===== src/rtl/seven_seg_dp_scanner_if.sv =====
// seven_seg_dp_scanner_if: digit codes and strobe in, segment/digit pins out
//   next_segment        strobe: advance the scan to the next digit
//   digits[0:3]         per-digit code: [3:0] hex, [4] DP on, [5] blank
//   segment_out         [0]=a .. [6]=g, [7]=dp
//   digit_selector_out  one-hot digit enable, bit0 = leftmost digit
//   master: register-file side, slave: scanner side
interface seven_seg_dp_scanner_if;
    logic       next_segment;
    logic [5:0] digits [0:3];
    logic [7:0] segment_out;
    logic [3:0] digit_selector_out;
    modport master (output next_segment, digits, input segment_out, digit_selector_out);
    modport slave (input next_segment, digits, output segment_out, digit_selector_out);
endinterface


===== src/rtl/seven_seg_dp_scanner.sv =====
// seven_seg_dp_scanner: time-multiplexed 4-digit 7-segment driver with decimal points
//   clock  single clock, all state on posedge
//   reset  asynchronous, active-high; forces pins to their inactive level
//   bus    seven_seg_dp_scanner_if.slave (next_segment, digits in; segment_out, digit_selector_out out)
//   Optional macro SEVEN_SEG_GHOST_BLANK_EN: after each advance, hold all digits off
//   for BLANK_CYCLES clocks to suppress ghosting between digits.
module seven_seg_dp_scanner #(
    parameter bit SEGMENT_ACTIVE_LOW = 1'b0,
    parameter bit DIGIT_ACTIVE_LOW   = 1'b0,
    parameter int BLANK_CYCLES       = 16
) (
    input logic                   clock,
    input logic                   reset,
    seven_seg_dp_scanner_if.slave bus
);
    localparam logic [7:0] SEG_OFF = SEGMENT_ACTIVE_LOW ? 8'hFF : 8'h00;
    localparam logic [3:0] DIG_OFF = DIGIT_ACTIVE_LOW ? 4'hF : 4'h0;
    logic [1:0] idx;
    logic [5:0] cur;
    logic [7:0] seg;
    always_comb begin
        cur = bus.digits[idx];
        seg = 8'h00;
        // blank bit folded into the selector so blank and unknown codes both land on default
        case ({cur[5], cur[3:0]})
            5'h00: seg[6:0] = 7'h3F;
            5'h01: seg[6:0] = 7'h06;
            5'h02: seg[6:0] = 7'h5B;
            5'h03: seg[6:0] = 7'h4F;
            5'h04: seg[6:0] = 7'h66;
            5'h05: seg[6:0] = 7'h6D;
            5'h06: seg[6:0] = 7'h7D;
            5'h07: seg[6:0] = 7'h07;
            5'h08: seg[6:0] = 7'h7F;
            5'h09: seg[6:0] = 7'h6F;
            5'h0A: seg[6:0] = 7'h77;
            5'h0B: seg[6:0] = 7'h7C;
            5'h0C: seg[6:0] = 7'h39;
            5'h0D: seg[6:0] = 7'h5E;
            5'h0E: seg[6:0] = 7'h79;
            5'h0F: seg[6:0] = 7'h71;
            default: seg[6:0] = 7'h00;
        endcase
        if (cur[5:4] == 2'b01) seg[7] = 1'b1;
    end
`ifdef SEVEN_SEG_GHOST_BLANK_EN
    localparam int CW = $clog2(BLANK_CYCLES + 1);
    logic [CW-1:0] blank_cnt;
    always_ff @(posedge clock or posedge reset) begin
        if (reset) begin
            idx                    <= 2'd0;
            blank_cnt              <= '0;
            bus.segment_out        <= SEG_OFF;
            bus.digit_selector_out <= DIG_OFF;
        end else begin
            idx                    <= idx + {1'b0, bus.next_segment};
            blank_cnt              <= bus.next_segment ? CW'(BLANK_CYCLES) : (blank_cnt != '0) ? blank_cnt - 1'b1 : blank_cnt;
            bus.segment_out        <= (blank_cnt != '0) ? SEG_OFF : seg ^ SEG_OFF;
            bus.digit_selector_out <= (blank_cnt != '0) ? DIG_OFF : (4'b0001 << idx) ^ DIG_OFF;
        end
    end
`else
    always_ff @(posedge clock or posedge reset) begin
        if (reset) begin
            idx                    <= 2'd0;
            bus.segment_out        <= SEG_OFF;
            bus.digit_selector_out <= DIG_OFF;
        end else begin
            idx                    <= idx + {1'b0, bus.next_segment};
            bus.segment_out        <= seg ^ SEG_OFF;
            bus.digit_selector_out <= (4'b0001 << idx) ^ DIG_OFF;
        end
    end
`endif
endmodule


===== src/flat_wrapper.sv =====
// flat-port wrapper written by rule: the top's interface ports become plain ports
module seven_seg_dp_scanner_flat 
#(
    parameter bit SEGMENT_ACTIVE_LOW = 1'b0,
    parameter bit DIGIT_ACTIVE_LOW   = 1'b0,
    parameter int BLANK_CYCLES       = 16
)
  (clock, reset, bus_next_segment, bus_digits, bus_segment_out, bus_digit_selector_out);
  seven_seg_dp_scanner_if bus_i ();
  input logic clock;
  input logic reset;
  input wire logic [$bits(bus_i.next_segment)-1:0] bus_next_segment;
  input wire logic [$bits(bus_i.digits)-1:0] bus_digits;
  output wire logic [$bits(bus_i.segment_out)-1:0] bus_segment_out;
  output wire logic [$bits(bus_i.digit_selector_out)-1:0] bus_digit_selector_out;
  assign bus_i.next_segment = bus_next_segment;
  assign bus_i.digits = {>>{bus_digits}};
  assign bus_segment_out = bus_i.segment_out;
  assign bus_digit_selector_out = bus_i.digit_selector_out;
  seven_seg_dp_scanner #(.SEGMENT_ACTIVE_LOW(SEGMENT_ACTIVE_LOW), .DIGIT_ACTIVE_LOW(DIGIT_ACTIVE_LOW), .BLANK_CYCLES(BLANK_CYCLES)) u_core (.clock(clock), .reset(reset), .bus(bus_i));
endmodule

===== config.mk =====
export PLATFORM = sky130hd
export DESIGN_NAME = seven_seg_dp_scanner_flat
export DESIGN_NICKNAME = d
export VERILOG_FILES = /design/src/rtl/seven_seg_dp_scanner_if.sv /design/src/rtl/seven_seg_dp_scanner.sv /design/src/flat_wrapper.sv
export SDC_FILE = /design/constraint.sdc
export NUM_CORES = 1
export LEC_CHECK = 0
export BUFFER_PORTS_ARGS = -buffer_cell sky130_fd_sc_hd__buf_4
export CAP_MARGIN = 25
export CORE_UTILIZATION = 43
export CTS_CLUSTER_DIAMETER = 150
export DETAILED_ROUTE_END_ITERATION = 12
export HOLD_SLACK_MARGIN = 0.08
export PLACE_DENSITY_LB_ADDON = 0.05
export SLEW_MARGIN = 5
export SYNTH_ARGS = -nofsm -noshare
export SYNTH_HDL_FRONTEND = slang
export SYNTH_SLANG_ARGS = --single-unit

===== constraint.sdc =====
create_clock -name clock -period 2.5 [get_ports clock]
set_clock_uncertainty 0.05 [all_clocks]
set_input_delay 0.125 -clock clock [delete_from_list [all_inputs] [get_ports clock]]
set_output_delay 0.125 -clock clock [all_outputs]
set_load 0.005 [all_outputs]

Yosys cells after proc, flatten, opt, wreduce, memory -nomap -nowiden
Memory sizes are Yosys's and may differ from the RTL's.
Cells that the tools add are included.

storage, ports and cells
  bits in registers = 14
  bits in latches = 0
  bits in writable memories = 0
  memory bits (read-only) = 112
  bits of input ports = 27
  word-level logic and storage cells = 14
  memories = 1

memories
  memory            depth  width  rd ports  clocked after memory_dff  write ports  RTL line                    source
  (name not given)  16     7      1         0                         0            seven_seg_dp_scanner.sv:25  case ({cur[5], cur[3:0]})

operators by class
  $add $sub $neg = 1
  $mul = 0
  div/mod/pow operators = 0
  order comparisons = 1
  equal/unequal tests = 1
  shift-type cells = 1
  muxes and demuxes = 5
  bitwise gates (word level) = 1
  reductions and logical operators = 0

operators with widths
  operator             count
  $bmux 6 s2           1
  $mux 6               2
  $mux 7               1
  $shl 1x2->4 const A  1
  $ge 3x3->1 const B   1
  $not 2->3            1
  $add 2x1->2          1
  $eq 2x1->1 const B   1
  $mux 1               1

Longest topological paths before layout
Gate-level depths: netlist of the first run.

  depth after elaboration = 6
  gate-level depth with buffers = 7
  gate-level depth less buffers = 6

Least setup slack after synthesis of the first run
Ideal clock, no wire load.

  path type = flip-flop to flip-flop
  start point = reg u_core.idx[0]
  end point = reg u_core.bus.segment_out[0]
  library setup time = 104 ps
  data arrival time = 1950 ps
  data required time = 2346 ps
  path slack = 396 ps
  cell stages (with the launch flop) = 6
  buffers on the path = 1
  clock period less this slack = 2104 ps
  cell sequence = dfrtp_1 buf_6 mux4_1 ha_1 or4b_1 o311ai_1

between the ends
  longest elaborated chain between the ends = 6

ends and longest elaborated chain
  element                                         RTL line                       source
  start, declared                                 seven_seg_dp_scanner.sv:18     logic [1:0] idx;
  start signal, assigned                          seven_seg_dp_scanner.sv:69     idx <= idx + {1'b0, bus.next_segment};
  $not 2->3 (not written as such) (*)             seven_seg_dp_scanner.sv:22     cur = bus.digits[idx];
  $bmux 6 s2 (*)                                  seven_seg_dp_scanner.sv:22
  $mux 6 (not written as such) (*) (2 in series)  seven_seg_dp_scanner.sv:22
  $mem_v2 16x7                                    n/a
  $mux 7 (*)                                      seven_seg_dp_scanner.sv:25
  net u_core.seg[0]                               seven_seg_dp_scanner.sv:20     logic [7:0] seg;
  end signal, assigned                            seven_seg_dp_scanner.sv:70     bus.segment_out <= seg ^ SEG_OFF;
  end, declared                                   seven_seg_dp_scanner_if.sv:13  modport slave (input next_segment, digits, output segment_out, digit_selector_out);

The timed path passes the listed nets; every way through them passes the cells marked *. The select of a mux whose other input is x is not followed.

Worst setup path in the final report of the first run
Ends and elaborated chain as after synthesis.

==> flow_summary.ini, run 1 <==
[cts]
htreeDepth = 1
cts_buffers = 3
clk_latency_ns = 0.27
cts-root-buf = clkbuf_4
cts_tree = built
cts_max_path_buffers = 2
path_clk_slew_ns = 0.08
clock_sinks = 14
post_cts_resized = 0

[critical_path]
cp_cell_sequence = mux4_1 > ha_1 > or4b_1 > o311ai_1
timing.rr.end = u_core.bus.segment_out[0]
critPathLaunch = u_core.idx[0]
required_ns = 2.62
cp_max_fo = 6
regToRegStartpoint = u_core.idx[0]
cp_top_family = multiplexers
slowest_delay_ns = 0.68
critPathCapture = u_core.bus.segment_out[0]
crit_type = flip-flop to flip-flop
end_kind = flip-flop
arrival_ns = 2.23
r2r_slack_ns = 0.40
crit_buf_inv = 0
startpoint_type = flip-flop
slowest_stage = mux4_1
cp.depth = 4
rr_worst_depth = 4

[route]
first_iter_violations = 10
routed_wl_um = 1646
dr.pass1.iters = 4
vias_per_cell = 5.090
via_count = 677
wire_per_inst_um = 12.38
drtAntennaViolNets = 0
drc = 0

[timing]
slew_violations = 0
tightest_slew_ns = 0.5174
period_share_pct = 84.16
period_minus_slack_ns = 2.104
rsz0062_at_grt = false
setup_tns_ns = 0
fmaxAchievable_mhz = 475.3
setup_viol = 0
hold_viol_final = 0
max_slew_margin_pct = 65.47

[yosys]
netlist_instances = 67
yosys_warnings = 0
synth_commonest_cells = dfrtp_1, ha_1, inv_1, mux2_2
synth-seq-cells = 14
ys_async_sr_fraction_pct = 100.0
synthFlopType = dfrtp_1
yosysMostFrequentCell = dfrtp_1
yosysSeqAreaShare_pct = 39.77
synth_fp_nets = 101
syn_area_um2 = 880.8
synth_top_cell_by_area = dfrtp_1
syn-mean-instance-area_um2 = 13.15
synthTopCellsByArea = dfrtp_1, ha_1, mux4_1
synth_cell_types = 25
synth-edff-count = 0
yosysTopAreaCellShare_pct = 39.77

[floorplan]
io_pins = 39
rows = 16
dieWidth_um = 47.26
start_util_pct = 45.36
dieArea_um2 = 2234
core_um2 = 1942
die_h_um = 47.26

[place]
dp_hpwl_um = 1298
gp_congestion = 0.7778
port_buffers = 38

[power]
leakage_uw = 0.0006055
power_uw = 1349
ir_drop_mv = 0.6059
cellPowerDensity_nw_per_um2 = 1113

[hold_path]
worstHoldPathType = primary input to flip-flop

[job]
max_cap_viol_count = 0

[outcome]
status = complete, no violations

[global_routing]
grt_pass1_vias = 592
antenna_found_initial = 0
grt_max_degree = 15
track_usage_pct = 16.28
grt_overflow = 0
grt_pass1_wl_um = 2477

[layout]
multi_input_area_um2 = 470.5
nFillCells = 165
layout-drive-gt1-share_pct = 49.06
nets = 142
area_growth_pct = 37.64
diodes = 0
register_area_um2 = 350.3
==> state kept, by name, indices dropped and copies added (netlist names) <==
name	count
u_core.bus.segment_out	8
u_core.bus.digit_selector_out	4
u_core.idx	2
==> placed cells by master (no fill, tap or decap), drive strengths merged, types with 2 or more instances in the layout <==
cell type and n:
a211oi 3, a221oi 2, buf 39, clkbuf 3, dfrtp 14, dlygate4sd3 2, ha 7, inv 6
mux2 5, mux4 6, nor2 2, nor2b 3, or4b 2, xor2 2
==> layout make-up <==
cell class | instances | area share, %
Sequential cell | 14 | 28.90
Tap cell | 27 | 2.786
Timing Repair Buffer | 41 | 25.80
Multi-Input combinational cell | 42 | 38.80
Inverter | 6 | 1.858
Clock buffer | 3 | 1.858
==> how the worst min path moves through the flow <==
stage	startpoint	endpoint	slack (ns)	cells after the start
finish	bus_digits[22]	u_core.bus.segment_out[7]	0.23	3
CTS	bus_digits[22]	u_core.bus.segment_out[7]	0.25	3
floorplan	reset	u_core.bus.digit_selector_out[0]	-0.04	1
global placement	reset	u_core.bus.segment_out[3]	0.15	2
detailed placement	reset	u_core.bus.segment_out[3]	0.15	2
global route	bus_digits[22]	u_core.bus.segment_out[7]	0.28	3
==> power breakdown <==
| part | total (uW) | internal [uW] | switching (uW) |
|---|---|---|---|
| logic | 831 | 460 | 371 |
| registers | 396 | 336 | 59.8 |
| clock network | 123 | 55.7 | 67.0 |
==> through the flow <==
step                      util (%)  hold WS [ns]  cells  worst slack, ns  cell area (um2)
after floorplan                  -      -0.03578     67           0.3958            880.8
after global placement       60.24        0.1509    128           0.4552             1170
after detailed placement     60.24        0.1476    128           0.4196             1170
after CTS                    62.44        0.2475    133           0.3914             1212
after global routing         62.44        0.2797    133           0.2799             1212
final                        62.44        0.2349    133           0.3960             1212
==> kinds of logic after synthesis <==
| kind of cell | synth area share [%] |
|---|---|
| AO/OA/AOI/OAI | 6.960 |
| adder cells (fa/ha/maj) | 9.943 |
| buffers and inverters | 6.817 |
| multiplexers | 24.15 |
| XOR/XNOR | 1.989 |
| flip-flops | 39.77 |
| AND/OR/NAND/NOR | 10.37 |
==> timing repair <==
| action | 4_1_cts | 5_1_grt |
|---|---|---|
| hold endpoints to repair | 15 | 0 |
| hold buffers | 2 | 0 |
| buffers inserted | 0 | 0 |
==> routing by layer <==
| layer | GRT usage (%) | vias up | wire length [um] |
|---|---|---|---|
| li1 | - | 324 | - |
| met1 | 19.57 | 317 | 719 |
| met2 | 28.77 | 34 | 814 |
| met3 | 2.308 | 2 | 94 |
| met4 | 6.857 | 0 | 19 |
| met5 | 0 | - | 0 |
==> worst reg2reg max path, stage by stage (launching register included) <==
cell	delay, ns
dfrtp_1	0.40
mux4_1	0.68
ha_1	0.28
or4b_1	0.52
o311ai_1	0.08
Note: power is estimated with default switching activity, not from simulation.
==> inputs of run 2 (changes only) <==
--- a/config.mk
+++ b/config.mk
@@ -5,6 +5,7 @@
 export SDC_FILE = /design/constraint.sdc
 export NUM_CORES = 1
 export LEC_CHECK = 0
+export ABC_AREA = 1
 export BUFFER_PORTS_ARGS = -buffer_cell sky130_fd_sc_hd__buf_4
 export CAP_MARGIN = 25
 export CORE_UTILIZATION = 43
==> constraint.sdc (replaced) <==
create_clock -name clock -period 2.2 [get_ports clock]
set_clock_uncertainty 0.05 [all_clocks]
set_input_delay 0.11 -clock clock [delete_from_list [all_inputs] [get_ports clock]]
set_output_delay 0.11 -clock clock [all_outputs]
set_load 0.005 [all_outputs]
==> run 2 against run 1 <==
Cell area grew 17%. Wire length up 36%. Combinational power is 67% higher. Non-clock buffer count up 2. Global-route usage up 3.3 points. First-iteration DRC count rose by 130%. Register-to-register slack worse by 0.19 ns. Synthesized cell count increased by 100%. Sequential cell count unchanged. Critical path depth grew 2. Clock-buffer cell count increased by 1. Utilization increased by 0.93 points. Highest routed layer unchanged.
==> flow_summary.ini, run 2 <==
[layout]
layout-drive-gt1-share_pct = 37.36
layout_common_cells = nand2_1, buf_4, nor2_1, dfrtp_1
layout_commonest_cell = nand2_1
regMostFlops = u_core.bus.segment_out
nets = 217
diodes = 0
area_growth_pct = 37.09
reg_top3 = u_core.bus.segment_out: 8 flops, u_core.bus.digit_selector_out: 4 flops, u_core.idx: 2 flops
largest_reg_flops = 8
finalNonFillerCells = 210

[timing]
max_slew_margin_pct = 66.92
fmaxAchievable_mhz = 500.7
period_share_pct = 90.78
rsz0062_at_grt = false
tightest_slew_ns = 0.4957
slew_violations = 0
setup_viol = 0
hold_viol_final = 0
period_minus_slack_ns = 1.997
setup_tns_ns = 0

[outcome]
status = complete, no violations

[yosys]
synthTopCellsByArea = dfrtp_1, nand2_1, ha_1
synth_commonest_cells = nand2_1, dfrtp_1, nor2_1, inv_1, nand3_1
synthFlopType = dfrtp_1
yosys_warnings = 0
ys_async_sr_fraction_pct = 100.0
synth_cell_types = 22
synth-seq-cells = 14
synth-edff-count = 0
syn_area_um2 = 1032
yosysSeqAreaShare_pct = 33.94
syn-mean-instance-area_um2 = 7.535
yosysMostFrequentCell = nand2_1
yosysTopAreaCellShare_pct = 33.94
netlist_instances = 137
synth_top_cell_by_area = dfrtp_1
synth_fp_nets = 171

[route]
drtAntennaViolNets = 0
dr.pass1.iters = 4
routed_wl_um = 2246
first_iter_violations = 23
drc = 0
vias_per_cell = 4.657
wire_per_inst_um = 10.70
via_count = 978

[cts]
clk_latency_ns = 0.27
post_cts_buffers = 0
htreeDepth = 1
cts_tree = built
cts_max_path_buffers = 2
cts_buffers = 3
path_clk_slew_ns = 0.08
clock_sinks = 14
cts-root-buf = clkbuf_4

[critical_path]
end_kind = flip-flop
required_ns = 2.36
cp_max_fo = 7
crit_type = flip-flop to flip-flop
arrival_ns = 2.15
startpoint_type = flip-flop

[place]
gp_congestion = 0.8520
dp_cells = 202
port_buffers = 38
dp_hpwl_um = 1902

[global_routing]
antenna_found_initial = 0
grt_max_degree = 15
grt_overflow = 0
grt_pass1_wl_um = 3767
grt_pass1_vias = 878
track_usage_pct = 19.55

[floorplan]
rows = 17
core_um2 = 2233
dieArea_um2 = 2600
dieWidth_um = 51.00
start_util_pct = 46.22
die_h_um = 51.00
io_pins = 39

[power]
ir_drop_mv = 0.7336
leakage_uw = 0.0007943
cellPowerDensity_nw_per_um2 = 1456

[job]
max_cap_viol_count = 0

[hold_path]
worstHoldPathType = primary input to flip-flop
run 2: cell count changes after synthesis, sizes merged, moves of 5 or more:
cell,before,now
mux4,6,0
nor2,2,18
a21oi,0,6
mux2,5,0
nand3,0,12
inv,6,14
nand2,0,56
run 2: worst max-delay path: stages (launching register included):
cell           delay [ns]
dfrtp_1              0.46
buf_4                0.21
nor2_2               0.08
a21oi_1              0.17
nand3_1              0.17
a31oi_1              0.20
dlygate4sd3_1        0.59
run 2: logic make-up after synthesis:
kind of cell	after synthesis	share of synthesized area (%)
and+or+nand+nor	88	43.51
xor gates and xnor gates	1	0.8486
AOI/OAI and AO/OA	11	5.697
buffers and inverters	16	7.516
adders and majority gates	7	8.484
DFF	14	33.94
run 2: area by class of cell:
type / instances / area, um2
Fill cell: 186 / 818.3
Multi-Input combinational cell: 107 / 604.3
Sequential cell: 14 / 351.6
Timing Repair Buffer: 43 / 332.8
Inverter: 14 / 55.05
Clock buffer: 4 / 36.28
Tap cell: 28 / 35.03
run 2: final timing paths:
| path | slack [ns] | end | cells after the start | start |
|---|---|---|---|---|
| min in group asynchronous | 0.37 | u_core.idx[1] | 3 | reset |
| max | 0.20 | u_core.bus.segment_out[7] | 6 | u_core.idx[1] |
| max in group asynchronous | 1.37 | u_core.idx[0] | 3 | reset |
| min reg2reg | 0.61 | u_core.bus.digit_selector_out[3] | 2 | u_core.idx[1] |
| min | 0.17 | u_core.bus.segment_out[0] | 4 | bus_digits[11] |
| max reg2reg | 0.20 | u_core.bus.segment_out[7] | 6 | u_core.idx[1] |
run 2: report_power, final:
part | internal, uW | switching (uW)
logic | 579 | 813
clock network | 100 | 73.9
registers | 392 | 102
run 2: through the flow:
stage / util (%) / setup WS, ns / total power, uW / hold WS (ns) / cell area [um2]
after floorplan: - / 0.5155 / 1492 / -0.05078 / 1032
after global placement: 59.89 / 0.2396 / 1844 / 0.1208 / 1338
after detailed placement: 59.89 / 0.2154 / 1875 / 0.1299 / 1338
after CTS: 63.31 / 0.06531 / 2076 / 0.1612 / 1414
after global routing: 63.36 / 0.07768 / 2288 / 0.1876 / 1415
final: 63.36 / 0.2029 / 2060 / 0.1699 / 1415
run 2: timing repair:
action,4_1_cts,5_1_grt
endpoints found under the hold margin,16,0
setup endpoints to repair,0,4
hold buffers,4,0
gates resized for setup,0,1
run 2: layer usage:
layer	track usage [%]	vias up	share of wire (%)
li1	-	515	-
met3	1.190	2	6.1
met4	5.556	0	0.67
met1	25.51	423	45
met5	0	-	0
met2	34.43	38	48
==> inputs of run 3 (changes only) <==
--- a/config.mk
+++ b/config.mk
@@ -7,12 +7,12 @@
 export LEC_CHECK = 0
 export ABC_AREA = 1
 export BUFFER_PORTS_ARGS = -buffer_cell sky130_fd_sc_hd__buf_4
-export CAP_MARGIN = 25
 export CORE_UTILIZATION = 43
 export CTS_CLUSTER_DIAMETER = 150
 export DETAILED_ROUTE_END_ITERATION = 12
 export HOLD_SLACK_MARGIN = 0.08
 export PLACE_DENSITY_LB_ADDON = 0.05
+export RECOVER_POWER = 100
 export SLEW_MARGIN = 5
 export SYNTH_ARGS = -nofsm -noshare
 export SYNTH_HDL_FRONTEND = slang
==> run 3 against run 2 <==
First-iteration DRC count is the same. Cell count is the same. Non-clock buffer count unchanged. Sequential power decreased by 1%. Clock-buffer cell count did not move. Combinational power hardly changed. Setup slack better by 0.00053 ns. Highest routed layer unchanged.
==> flow_summary.ini, run 3 (synthesized netlist as in run 2, its figures left out) <==
[layout]
reg_top3 = u_core.bus.segment_out: 8 flops, u_core.bus.digit_selector_out: 4 flops, u_core.idx: 2 flops
largest_reg_flops = 8
layout_common_cells = nand2_1, buf_4, clkbuf_4, nor2_1, dfrtp_1
layout-drive-gt1-share_pct = 35.71
diodes = 0
nFillCells = 187
area_growth_pct = 36.12
post-route-util_pct = 62.91
layout_commonest_cell = nand2_1
finalNonFillerCells = 210
nets = 217
regMostFlops = u_core.bus.segment_out

[outcome]
status = complete, no violations

[floorplan]
io_pins = 39
start_util_pct = 46.22
dieArea_um2 = 2600
die_h_um = 51.00
rows = 17
dieWidth_um = 51.00
core_um2 = 2233

[timing]
hold_viol_final = 0
period_minus_slack_ns = 1.997
tightest_slew_ns = 0.4956
slew_violations = 0
rsz0062_at_grt = false
timing.final.ws_setup_ns = 0.2034
fmaxAchievable_mhz = 500.9
period_share_pct = 90.75
max_slew_margin_pct = 66.93
setup_tns_ns = 0
setup_viol = 0

[global_routing]
grt_pass1_wl_um = 3767
antenna_found_initial = 0
grt_overflow = 0
track_usage_pct = 19.55
grt_max_degree = 15
grt_pass1_vias = 878

[cts]
cts_buffers = 3
cts-root-buf = clkbuf_4
htreeDepth = 1
clk_latency_ns = 0.27
cts_tree = built
post_cts_buffers = 0
cts_max_path_buffers = 2
clock_sinks = 14
path_clk_slew_ns = 0.08

[place]
dp_cells = 202
post-place-ws_ns = 0.2154
gp_congestion = 0.8520
port_buffers = 38
dp_hpwl_um = 1902

[route]
via_count = 979
first_iter_violations = 23
dr.pass1.iters = 4
wire_per_inst_um = 10.70
vias_per_cell = 4.662
routed_wl_um = 2246
drc = 0
drtAntennaViolNets = 0

[critical_path]
required_ns = 2.36
end_kind = flip-flop
cp_cell_sequence = buf_4 > nor2_2 > a21oi_1 > nand3_1 > a31oi_1 > dlygate4sd3_1
arrival_ns = 2.15
critPathLaunch = u_core.idx[1]
slowest_delay_ns = 0.59
cp_max_fo = 7
regToRegStartpoint = u_core.idx[1]
slowest_stage = dlygate4sd3_1
startpoint_type = flip-flop
crit_type = flip-flop to flip-flop

[power]
power_uw = 2027
ir_drop_mv = 0.7291
cellPowerDensity_nw_per_um2 = 1443
leakage_uw = 0.0007868

[job]
max_cap_viol_count = 0

[hold_path]
hp-start = bus_digits[11]
worstHoldPathType = primary input to flip-flop
run 3: cell types whose count changed in the layout (fill, tap and decap cells not counted):
cell | before | now
buf_4 | 39 | 26
clkbuf_4 | 3 | 16
inv_1 | 11 | 12
inv_2 | 2 | 1
nand2_1 | 41 | 42
nand2_4 | 5 | 4
nor2_1 | 13 | 14
nor2_2 | 4 | 3
run 3: metrics by stage:
step           area [um2]  hold slack [ns]
6_report             1405           0.1692
5_1_grt              1405           0.1876
4_1_cts              1414           0.1612
3_5_place_dp         1338           0.1299
3_3_place_gp         1338           0.1208
2_1_floorplan        1032         -0.05078
run 3: area by class of cell:
type                       count  area (um2)  share of cell area (%)
clock buffer                   4       36.28                   2.582
tap                           28       35.03                   2.493
inverter                      14       55.05                   3.918
sequential                    14       351.6                   25.02
timing repair buffer          43       332.8                   23.69
multi-input combinational    107       594.3                   42.30
run 3: where the power goes:
group	switching [uW]	internal (uW)	leakage (uW)	total (uW)
logic	805	561	0.000595	1370
registers	95.7	392	0.000171	487
clock network	73.9	100	0.0000210	174
run 3: worst max-delay path: cells and delay by family (launching register included):
family / cells / cell delay, ns
AO/OA/AOI/OAI: 2 / 0.37
buffers and inverters: 2 / 0.81
flip-flops: 1 / 0.46
AND/OR/NAND/NOR: 2 / 0.25
run 3: final timing paths:
path / endpoint / slack (ns) / cells past startpoint
min: u_core.bus.segment_out[0] / 0.17 / 4
max in group asynchronous: u_core.idx[0] / 1.37 / 3
max: u_core.bus.segment_out[7] / 0.20 / 6
min in group asynchronous: u_core.idx[1] / 0.37 / 3
min reg2reg: u_core.bus.digit_selector_out[2] / 0.63 / 2
max reg2reg: u_core.bus.segment_out[7] / 0.20 / 6
run 3: layer usage:
| layer | vias to the layer above | wire length, um | part of all wire, % | GRT usage, % |
|---|---|---|---|---|
| met3 | 2 | 136 | 6.1 | 1.190 |
| met2 | 40 | 1080 | 48 | 34.43 |
| li1 | 515 | - | - | - |
| met4 | 0 | 15 | 0.67 | 5.556 |
| met5 | - | 0 | 0 | 0 |
| met1 | 422 | 1014 | 45 | 25.51 |
run 3: timing repair:
action / in CTS / in global routing
hold buffers: 4 / 0
gates resized for setup: 0 / 1
endpoints found under the hold margin: 16 / 0
endpoints found under the setup margin: 0 / 4
